$ cat src/rtl/pipe_hazard_ctrl_pkg.sv
`default_nettype none
// ============================================================================
// Module      : pipe_hazard_ctrl_pkg
// Description : Shared types and constants for the pipeline hazard sequencer.
//               Holds the sequencer state encoding (RUN / MEM_WAIT) and the
//               default register-index width used by the NPC core.
// Revision    : 1.0 - initial release
// ============================================================================
package pipe_hazard_ctrl_pkg;

  // Mirrors the core-wide register index width.
  localparam int REG_ADDR_WIDTH_DEF = 5;

  typedef enum logic [1:0] {
    STATE_RUN      = 2'd0,
    STATE_MEM_WAIT = 2'd1
  } state_t;

endpackage : pipe_hazard_ctrl_pkg
`default_nettype wire

$ cat src/rtl/pipe_hazard_ctrl_sat_counter.sv
`default_nettype none
// ============================================================================
// Module      : sat_counter
// Description : Up-counter that sticks at all-ones instead of wrapping.
//               clr has priority over inc.
// Ports       : clk  - clock
//               rst  - synchronous active-low reset
//               inc  - count enable
//               clr  - synchronous clear
//               cnt  - current count
// Revision    : 1.0 - initial release
// ============================================================================
module sat_counter
  import pipe_hazard_ctrl_pkg::*;
#(
  parameter int WIDTH = 8
) (
  input  logic             clk,
  input  logic             rst,
  input  logic             inc,
  input  logic             clr,
  output logic [WIDTH-1:0] cnt
);

  logic [WIDTH-1:0] r_cnt;

  always_ff @(posedge clk) begin
    if (!rst) begin
      r_cnt <= '0;
    end else if (clr) begin
      r_cnt <= '0;
    end else if (inc && (r_cnt != {WIDTH{1'b1}})) begin
      r_cnt <= r_cnt + 1'b1;
    end
  end

  assign cnt = r_cnt;

endmodule : sat_counter
`default_nettype wire

$ cat src/rtl/pipe_hazard_ctrl.sv
`default_nettype none
// ============================================================================
// Module      : pipe_hazard_ctrl
// Description : Central stall/flush sequencer for the 5-stage pipeline.
//               Combines LSU freeze, EX redirect, load-use and fetch-wait
//               hazards into one prioritised set of hold/clear strobes, and
//               keeps saturating stall/flush statistics plus a sticky LSU
//               timeout flag.
// Ports       : clk, rst (sync, active-low)
//               id_*          - ID-stage operand usage
//               ex_*          - EX-stage load / destination / redirect
//               lsu_req/done  - MEM-stage access handshake
//               if_valid      - fetch data valid
//               strobes       - pc/if_id/id_exe/ex_mem/mem_wb controls
//               state         - 0 = RUN, 1 = MEM_WAIT
//               stall_cnt, flush_cnt, mem_timeout - statistics / status
// Revision    : 1.0 - initial release
// ============================================================================
module pipe_hazard_ctrl
  import pipe_hazard_ctrl_pkg::*;
#(
  parameter int REG_ADDR_WIDTH = REG_ADDR_WIDTH_DEF,
  parameter int CNT_WIDTH      = 32,
  parameter int MEM_TIMEOUT    = 255
) (
  input  logic                      clk,
  input  logic                      rst,
  input  logic                      id_valid,
  input  logic [REG_ADDR_WIDTH-1:0] id_raddr1,
  input  logic [REG_ADDR_WIDTH-1:0] id_raddr2,
  input  logic                      id_ren1,
  input  logic                      id_ren2,
  input  logic                      ex_mem_ren,
  input  logic [REG_ADDR_WIDTH-1:0] ex_reg_waddr,
  input  logic                      ex_redirect,
  input  logic                      lsu_req,
  input  logic                      lsu_done,
  input  logic                      if_valid,
  output logic                      pc_stall,
  output logic                      if_id_stall,
  output logic                      if_id_flush,
  output logic                      id_exe_stall,
  output logic                      hazard_clear_ctr,
  output logic                      bpu_clear_ctrl,
  output logic                      ex_mem_stall,
  output logic                      mem_wb_bubble,
  output logic [1:0]                state,
  output logic [CNT_WIDTH-1:0]      stall_cnt,
  output logic [CNT_WIDTH-1:0]      flush_cnt,
  output logic                      mem_timeout
);

  localparam int               WAIT_WIDTH   = $clog2(MEM_TIMEOUT + 1);
  // The flag is registered, so it must be armed on the cycle whose edge
  // brings the wait count up to MEM_TIMEOUT.
  localparam logic [WAIT_WIDTH-1:0] TIMEOUT_LAST = WAIT_WIDTH'(MEM_TIMEOUT - 1);

  state_t                r_state;
  state_t                w_state_nxt;
  logic                  r_mem_timeout;
  logic [WAIT_WIDTH-1:0] w_wait_cnt;
  logic                  w_freeze;
  logic                  w_load_use;
  logic                  w_in_wait;

  assign w_freeze  = lsu_req & ~lsu_done;
  assign w_in_wait = (r_state == STATE_MEM_WAIT);

  // x0 is hard-wired to zero, so a load targeting it can never create a
  // true dependency.
  assign w_load_use = id_valid & ex_mem_ren & (ex_reg_waddr != '0) &
                      ((id_ren1 & (id_raddr1 == ex_reg_waddr)) |
                       (id_ren2 & (id_raddr2 == ex_reg_waddr)));

  // --------------------------------------------------------------------------
  // State register
  // --------------------------------------------------------------------------
  always_ff @(posedge clk) begin
    if (!rst) begin
      r_state <= STATE_RUN;
    end else begin
      r_state <= w_state_nxt;
    end
  end

  // --------------------------------------------------------------------------
  // Next state and prioritised strobes
  // --------------------------------------------------------------------------
  always_comb begin
    w_state_nxt      = r_state;
    pc_stall         = 1'b0;
    if_id_stall      = 1'b0;
    if_id_flush      = 1'b0;
    id_exe_stall     = 1'b0;
    hazard_clear_ctr = 1'b0;
    bpu_clear_ctrl   = 1'b0;
    ex_mem_stall     = 1'b0;
    mem_wb_bubble    = 1'b0;

    // Both states leave on the same condition: the wait ends either by
    // lsu_done or by the request being withdrawn.
    case (r_state)
      STATE_RUN:      w_state_nxt = w_freeze ? STATE_MEM_WAIT : STATE_RUN;
      STATE_MEM_WAIT: w_state_nxt = w_freeze ? STATE_MEM_WAIT : STATE_RUN;
      default:        w_state_nxt = STATE_RUN;
    endcase

    if (rst) begin
      if (w_freeze) begin
        // Whole pipe holds; a pending redirect stays latched in EX and is
        // serviced on the release cycle.
        pc_stall      = 1'b1;
        if_id_stall   = 1'b1;
        id_exe_stall  = 1'b1;
        ex_mem_stall  = 1'b1;
        mem_wb_bubble = 1'b1;
      end else if (ex_redirect) begin
        // PC is left running so it loads the redirect target.
        bpu_clear_ctrl = 1'b1;
        if_id_flush    = 1'b1;
      end else if (w_load_use) begin
        pc_stall         = 1'b1;
        if_id_stall      = 1'b1;
        hazard_clear_ctr = 1'b1;
      end else if (!if_valid) begin
        pc_stall    = 1'b1;
        if_id_flush = 1'b1;
      end
    end
  end

  // --------------------------------------------------------------------------
  // Counters
  // --------------------------------------------------------------------------
  sat_counter #(.WIDTH(CNT_WIDTH)) u_stall_cnt (
    .clk (clk),
    .rst (rst),
    .inc (pc_stall),
    .clr (1'b0),
    .cnt (stall_cnt)
  );

  sat_counter #(.WIDTH(CNT_WIDTH)) u_flush_cnt (
    .clk (clk),
    .rst (rst),
    .inc (bpu_clear_ctrl),
    .clr (1'b0),
    .cnt (flush_cnt)
  );

  sat_counter #(.WIDTH(WAIT_WIDTH)) u_wait_cnt (
    .clk (clk),
    .rst (rst),
    .inc (w_in_wait),
    .clr (~w_in_wait & w_freeze),
    .cnt (w_wait_cnt)
  );

  // Sticky until reset; it only reports, it never releases the freeze.
  always_ff @(posedge clk) begin
    if (!rst) begin
      r_mem_timeout <= 1'b0;
    end else if (w_in_wait && (w_wait_cnt >= TIMEOUT_LAST)) begin
      r_mem_timeout <= 1'b1;
    end
  end

  assign mem_timeout = r_mem_timeout;
  assign state       = r_state;

endmodule : pipe_hazard_ctrl
`default_nettype wire

$ cat config.mk
export PLATFORM = sky130hd
export DESIGN_NAME = pipe_hazard_ctrl
export DESIGN_NICKNAME = d
export VERILOG_FILES = /design/src/rtl/pipe_hazard_ctrl_pkg.sv /design/src/rtl/pipe_hazard_ctrl_sat_counter.sv /design/src/rtl/pipe_hazard_ctrl.sv
export SDC_FILE = /design/constraint.sdc
export NUM_CORES = 1
export LEC_CHECK = 0
export CAP_MARGIN = 20
export CORE_ASPECT_RATIO = 0.75
export CORE_MARGIN = 2
export CORE_UTILIZATION = 49
export DETAILED_ROUTE_END_ITERATION = 12
export PLACE_DENSITY = 0.8
export REMOVE_ABC_BUFFERS = 1
export SYNTH_ARGS = -nofsm -noshare
export SYNTH_HDL_FRONTEND = slang
export SYNTH_SLANG_ARGS = --single-unit
$ cat constraint.sdc
create_clock -name clk -period 2.58 [get_ports clk]
set_input_delay 0.258 -clock clk [delete_from_list [all_inputs] [get_ports clk]]
set_output_delay 0.258 -clock clk [all_outputs]
set_load 0.02 [all_outputs]
==> results.toml, run 1 <==
[sta]
setup_ws_ns = 0.0643
rsz0062_at_grt = "false"
slew_headroom_pct = 59.9
worst_pin_slew_ns = 0.596
slew_viol_final = 0
tns_ns = 0
fin_skew_ns = 0.00681
setup_viol = 0
period_needed_ns = 2.52
timing.final.crit_share_pct = 97.5
final_hold_viol_count = 0
fmax_ghz = 0.398

[yosys]
syn_area_per_cell_um2 = 8.10
synthTopCellsByArea = "dfxtp_1, xnor2_1, a21oi_1"
yosys_warnings = 0
synth_flop_cell = "dfxtp_1"
synth_top_area_share_pct = 37.6
ys_async_sr_fraction_pct = 0
yosysMostFrequentCell = "dfxtp_1"
yosysSeqAreaShare_pct = 37.6
synth_enable_flop_cells = 0
synth_common_cells = "dfxtp_1, nand2_1, nor2_1"
syn_inst = 486
synthDistinctLibCells = 55
ys_seq_elements = 74
syn_area_um2 = 3940
synth_top_area_cell = "dfxtp_1"

[route]
drt_pass1_iterations = 5
vias = 4010
wl_per_cell_um = 15.3
drt-initial-drc-count = 312
drc_errors = 0
wl_um = 10600
drtAntennaViolNets = 0
detail_route.vias_per_cell = 5.78

[place]
place_hpwl_um = 7600
gp_congestion = 0.870
place_ws_ns = 0.0701
placed_cell_area_um2 = 5060
portBuffers = 98

[worst_setup_path]
crit_path_end_kind = "output port"
startpoint_type = "input pin"
crit_type = "in -> out"
required_ns = 2.32
crit_arrival_ns = 2.26
worstPathMaxFanout = 3

[pwr]
vdd_drop_max_mv = 0.247
switching_share_pct = 23.6
internal_power_uw = 1770
p_switching_uw = 545
p_comb_share_pct = 7.7
power_uw = 2310
p_per_area_nw_per_um2 = 439
pwr-share-clk_pct = 42.2
p_leak_uw = 0.00174
seqPwrFrac_pct = 50.1

[clocking]
htree_levels = 3
cts_setup_buffers = 0
cts_resized = 0
clk_pin_slew_worst_paths_ns = 0.07
cts-buffers-inserted = 9
clock_path_buffers = 2
root_buffer = "clkbuf_8"
hold_buffers = 0
insertion_delay_ns = 0.35
cts_tree = "yes"
cts_sinks = 74

[global_routing]
grt_overflow = 0
grt_pass1_wl_um = 17200
grt_max_degree = 60
antenna_found_initial = 0
grt_util_all_layers_pct = 24.6
grt_pass1_vias = 3606

[floorplan]
die_y_um = 81.6
boundaryPins = 100
initial_utilization_pct = 50.1
die-area_um2 = 8770
rows = 28
chipWidth_um = 107
core_area_um2 = 7850

[worst_hold_path]
hp-class = "reg -> reg"

[flow_run]
maxCapViolations = 0

[layout]
design_area_um2 = 5270
insertedDiodeCount = 0
nets = 614
area_growth_pct = 33.8
multi_input_area_um2 = 2310
drive_gt1_share_pct = 8.83
regArea_um2 = 1480
fill_cells = 645

[run_status]
status = "complete, no violations"
-- worst paths after layout --
kind                            start                  to  slack (ns)  depth (start not counted)
hold / removal            mem_timeout         mem_timeout        0.49                          2
setup / recovery      ex_reg_waddr[0]         if_id_stall        0.06                          7
hold reg to reg           mem_timeout         mem_timeout        0.49                          2
setup reg to reg  u_flush_cnt.cnt[11]  u_flush_cnt.cnt[5]        0.19                          7
-- sequential cells by signal (all words and copies together), names as in the netlist --
name,flops
mem_timeout,1
state,1
u_flush_cnt.cnt,32
u_stall_cnt.cnt,32
u_wait_cnt.cnt,8
-- power groups by stage --
| stage | Sequential, µW | Combinational [µW] | Clock, µW |
|---|---|---|---|
| 6_report | 1160 | 178 | 975 |
| 4_1_cts | 1160 | 179 | 983 |
| 5_1_grt | 1160 | 194 | 1040 |
| 3_3_place_gp | 1180 | 173 | 0 |
| 3_5_place_dp | 1180 | 178 | 0 |
| 2_1_floorplan | 1190 | 70.0 | 0 |
-- cell usage in the layout, fill, tap and decap left out, drive strengths merged, types with 15 or more instances in the layout --
| cell type | netlist | layout |
|---|---|---|
| buf | 14 | 17 |
| nand2 | 45 | 45 |
| o21ai | 26 | 26 |
| or3 | 25 | 25 |
| xnor2 | 26 | 26 |
| nand3 | 31 | 31 |
| dfxtp | 74 | 74 |
| and3 | 16 | 16 |
| nor3 | 15 | 15 |
| clkdlybuf4s50 | 0 | 97 |
| nand4 | 28 | 28 |
| a21oi | 36 | 36 |
| nor2 | 43 | 43 |
-- layout make-up --
class / instances / area share, %
multi-input combinational: 381 / 43.8
sequential: 74 / 28.1
timing repair buffer: 115 / 21.3
tap: 105 / 2.49
clock buffer: 9 / 2.35
clock inverter: 6 / 1.57
inverter: 4 / 0.285
-- kinds of logic after synthesis --
family                   Yosys count  share of synthesized area (%)
AO/OA/AOI/OAI                     86                           12.5
XOR/XNOR                          31                           6.90
adder cells (fa/ha/maj)            4                           1.27
buffers and inverters             31                           3.97
flip-flops                        74                           37.6
multiplexers                       8                           2.04
other                              1                         0.0953
AND/OR/NAND/NOR                  251                           35.5
-- critical path, cell delays in order --
cell,delay [ns]
clkdlybuf4s50_1,0.54
xnor2_1,0.14
nand4_1,0.11
o22ai_1,0.24
nand3_1,0.15
a21oi_1,0.17
clkdlybuf4s50_1,0.64
-- stage by stage --
stage	hold slack [ns]	util [%]	cells
3_3_place_gp	0.457	64.4	679
6_report	0.495	67.1	694
2_1_floorplan	0.380	-	459
3_5_place_dp	0.480	64.4	679
5_1_grt	0.532	67.1	694
4_1_cts	0.496	67.1	694
-- layer usage --
metal	GRT usage (%)	wire, µm	vias to the layer above
met3	7.30	652	19
met1	31.5	4850	1902
met5	0	0	-
li1	-	-	1968
met4	7.05	197	0
met2	40.8	4950	121
No activity file was read; power rests on OpenSTA's default activity.
==> inputs of run 2 (changes only) <==
--- a/config.mk
+++ b/config.mk
@@ -7,7 +7,6 @@
 export LEC_CHECK = 0
 export CAP_MARGIN = 20
 export CORE_ASPECT_RATIO = 0.75
-export CORE_MARGIN = 2
 export CORE_UTILIZATION = 49
 export DETAILED_ROUTE_END_ITERATION = 12
 export PLACE_DENSITY = 0.8
==> results.toml, run 2 (synthesized netlist as in run 1, its figures left out) <==
[route]
wl_per_cell_um = 15.3
drt-initial-drc-count = 214
drc_errors = 0
wl_um = 10600
drtAntennaViolNets = 0
detail_route.vias_per_cell = 5.76
vias = 3976
drt_pass1_iterations = 5

[clocking]
clk_pin_slew_worst_paths_ns = 0.08
cts_setup_buffers = 0
htree_levels = 3
cts_resized = 2
root_buffer = "clkbuf_8"
insertion_delay_ns = 0.35
cts_tree = "yes"
hold_buffers = 0
cts-buffers-inserted = 9
clock_path_buffers = 2
cts_sinks = 74

[sta]
holdWs_ns = 0.482
final_hold_viol_count = 0
fin_skew_ns = 0.0131
slew_viol_final = 0
timing.final.crit_share_pct = 97.5
period_needed_ns = 2.51
slew_headroom_pct = 61.8
rsz0062_at_grt = "false"
setup_viol = 0
fmax_ghz = 0.398
worst_pin_slew_ns = 0.570

[global_routing]
grt_max_degree = 60
grt_pass1_vias = 3621
antenna_found_initial = 0
use_met2_pct = 44.4
use_met1_pct = 32.7
grt_util_all_layers_pct = 26.3
use_met3_pct = 6.61
top_usage_layer = "met2"
grt_pass1_wl_um = 17500
grt_overflow = 0

[pwr]
p_leak_uw = 0.00172
vdd_drop_max_mv = 0.238
p_per_area_nw_per_um2 = 409
power_uw = 2130

[worst_setup_path]
slowest_delay_ns = 0.61
worstReg2RegStart = "u_flush_cnt.cnt[12]"
path_cells = "clkdlybuf4s50_1 > xnor2_2 > nand4_1 > o22ai_1 > nand3_1 > nor3b_1 > clkdlybuf4s50_1"
crit_arrival_ns = 2.26
crit_family = "buffers and inverters"
cp_common_cell = "clkdlybuf4s50_1"
crit_type = "in -> out"
critPathLaunch = "ex_reg_waddr[0]"
required_ns = 2.32
cp_slowest_cell = "clkdlybuf4s50_1"
cp_num_buf_inv = 2
crit_path_end_kind = "output port"
worstPathMaxFanout = 3
startpoint_type = "input pin"

[worst_hold_path]
hp-class = "reg -> reg"
hp-start = "mem_timeout"

[floorplan]
boundaryPins = 100
initial_utilization_pct = 52.0
die_y_um = 79.6
core_area_um2 = 7570
chipWidth_um = 105
die-area_um2 = 8400
rows = 27

[flow_run]
maxCapViolations = 0

[place]
portBuffers = 98
gp_congestion = 0.848
dp_cells = 674
place_hpwl_um = 7590

[layout]
final_cell_mix = "clkdlybuf4s50_1, dfxtp_1, nand2_1"
multi_input_area_um2 = 2320
regArea_um2 = 1480
final_util_pct = 69.0
area_growth_pct = 32.7
fill_cells = 621
drive_gt1_share_pct = 9.00
layout.cells.most_common = "clkdlybuf4s50_1"
final_cell_count_no_fill = 690
insertedDiodeCount = 0
nets = 613

[run_status]
status = "complete, no violations"
-- run 2: power breakdown --
| part | total [µW] | switching [µW] | internal (µW) |
|---|---|---|---|
| clock network | 792 | 447 | 345 |
| logic | 186 | 101 | 85.5 |
| registers | 1160 | 7.55 | 1150 |
| total | 2130 | 556 | 1580 |
-- run 2: worst paths after layout --
| path | endpoint | slack (ns) | depth (start not counted) |
|---|---|---|---|
| worst max-delay path | if_id_flush | 0.07 | 7 |
| worst min-delay path | mem_timeout | 0.48 | 2 |
| worst max register to register | u_flush_cnt.cnt[5] | 0.30 | 7 |
| worst min register to register | mem_timeout | 0.48 | 2 |
-- run 2: per-layer routing --
| layer | part of all wire [%] | up-vias | routed length [µm] |
|---|---|---|---|
| met1 | 45 | 1857 | 4760 |
| met4 | 2.3 | 0 | 243 |
| met3 | 5.5 | 21 | 579 |
| met2 | 47 | 127 | 4970 |
| li1 | - | 1971 | - |
| met5 | 0 | - | 0 |
-- run 2: through the flow --
stage / worst slack, ns / instance area, µm² / setup TNS (ns)
finish: 0.0657 / 5220 / 0
global route: 0.0126 / 5220 / 0
CTS: 0.0492 / 5210 / 0
detailed placement: 0.0109 / 5040 / 0
global placement: 0.100 / 5040 / 0
floorplan: -1.31 / 3790 / -29.16
-- run 2: worst min-delay path: stages, from the launching register on --
cell and delay, ns:
dfxtp_1 0.33, nor2_1 0.05, nor2_1 0.07
-- run 2: area by class of cell --
class / count / area share (%)
Clock inverter: 7 / 0.886
Clock buffer: 9 / 2.37
Sequential cell: 74 / 28.4
Tap cell: 101 / 2.42
Multi-Input combinational cell: 381 / 44.3
Inverter: 4 / 0.287
Timing Repair Buffer: 114 / 21.3
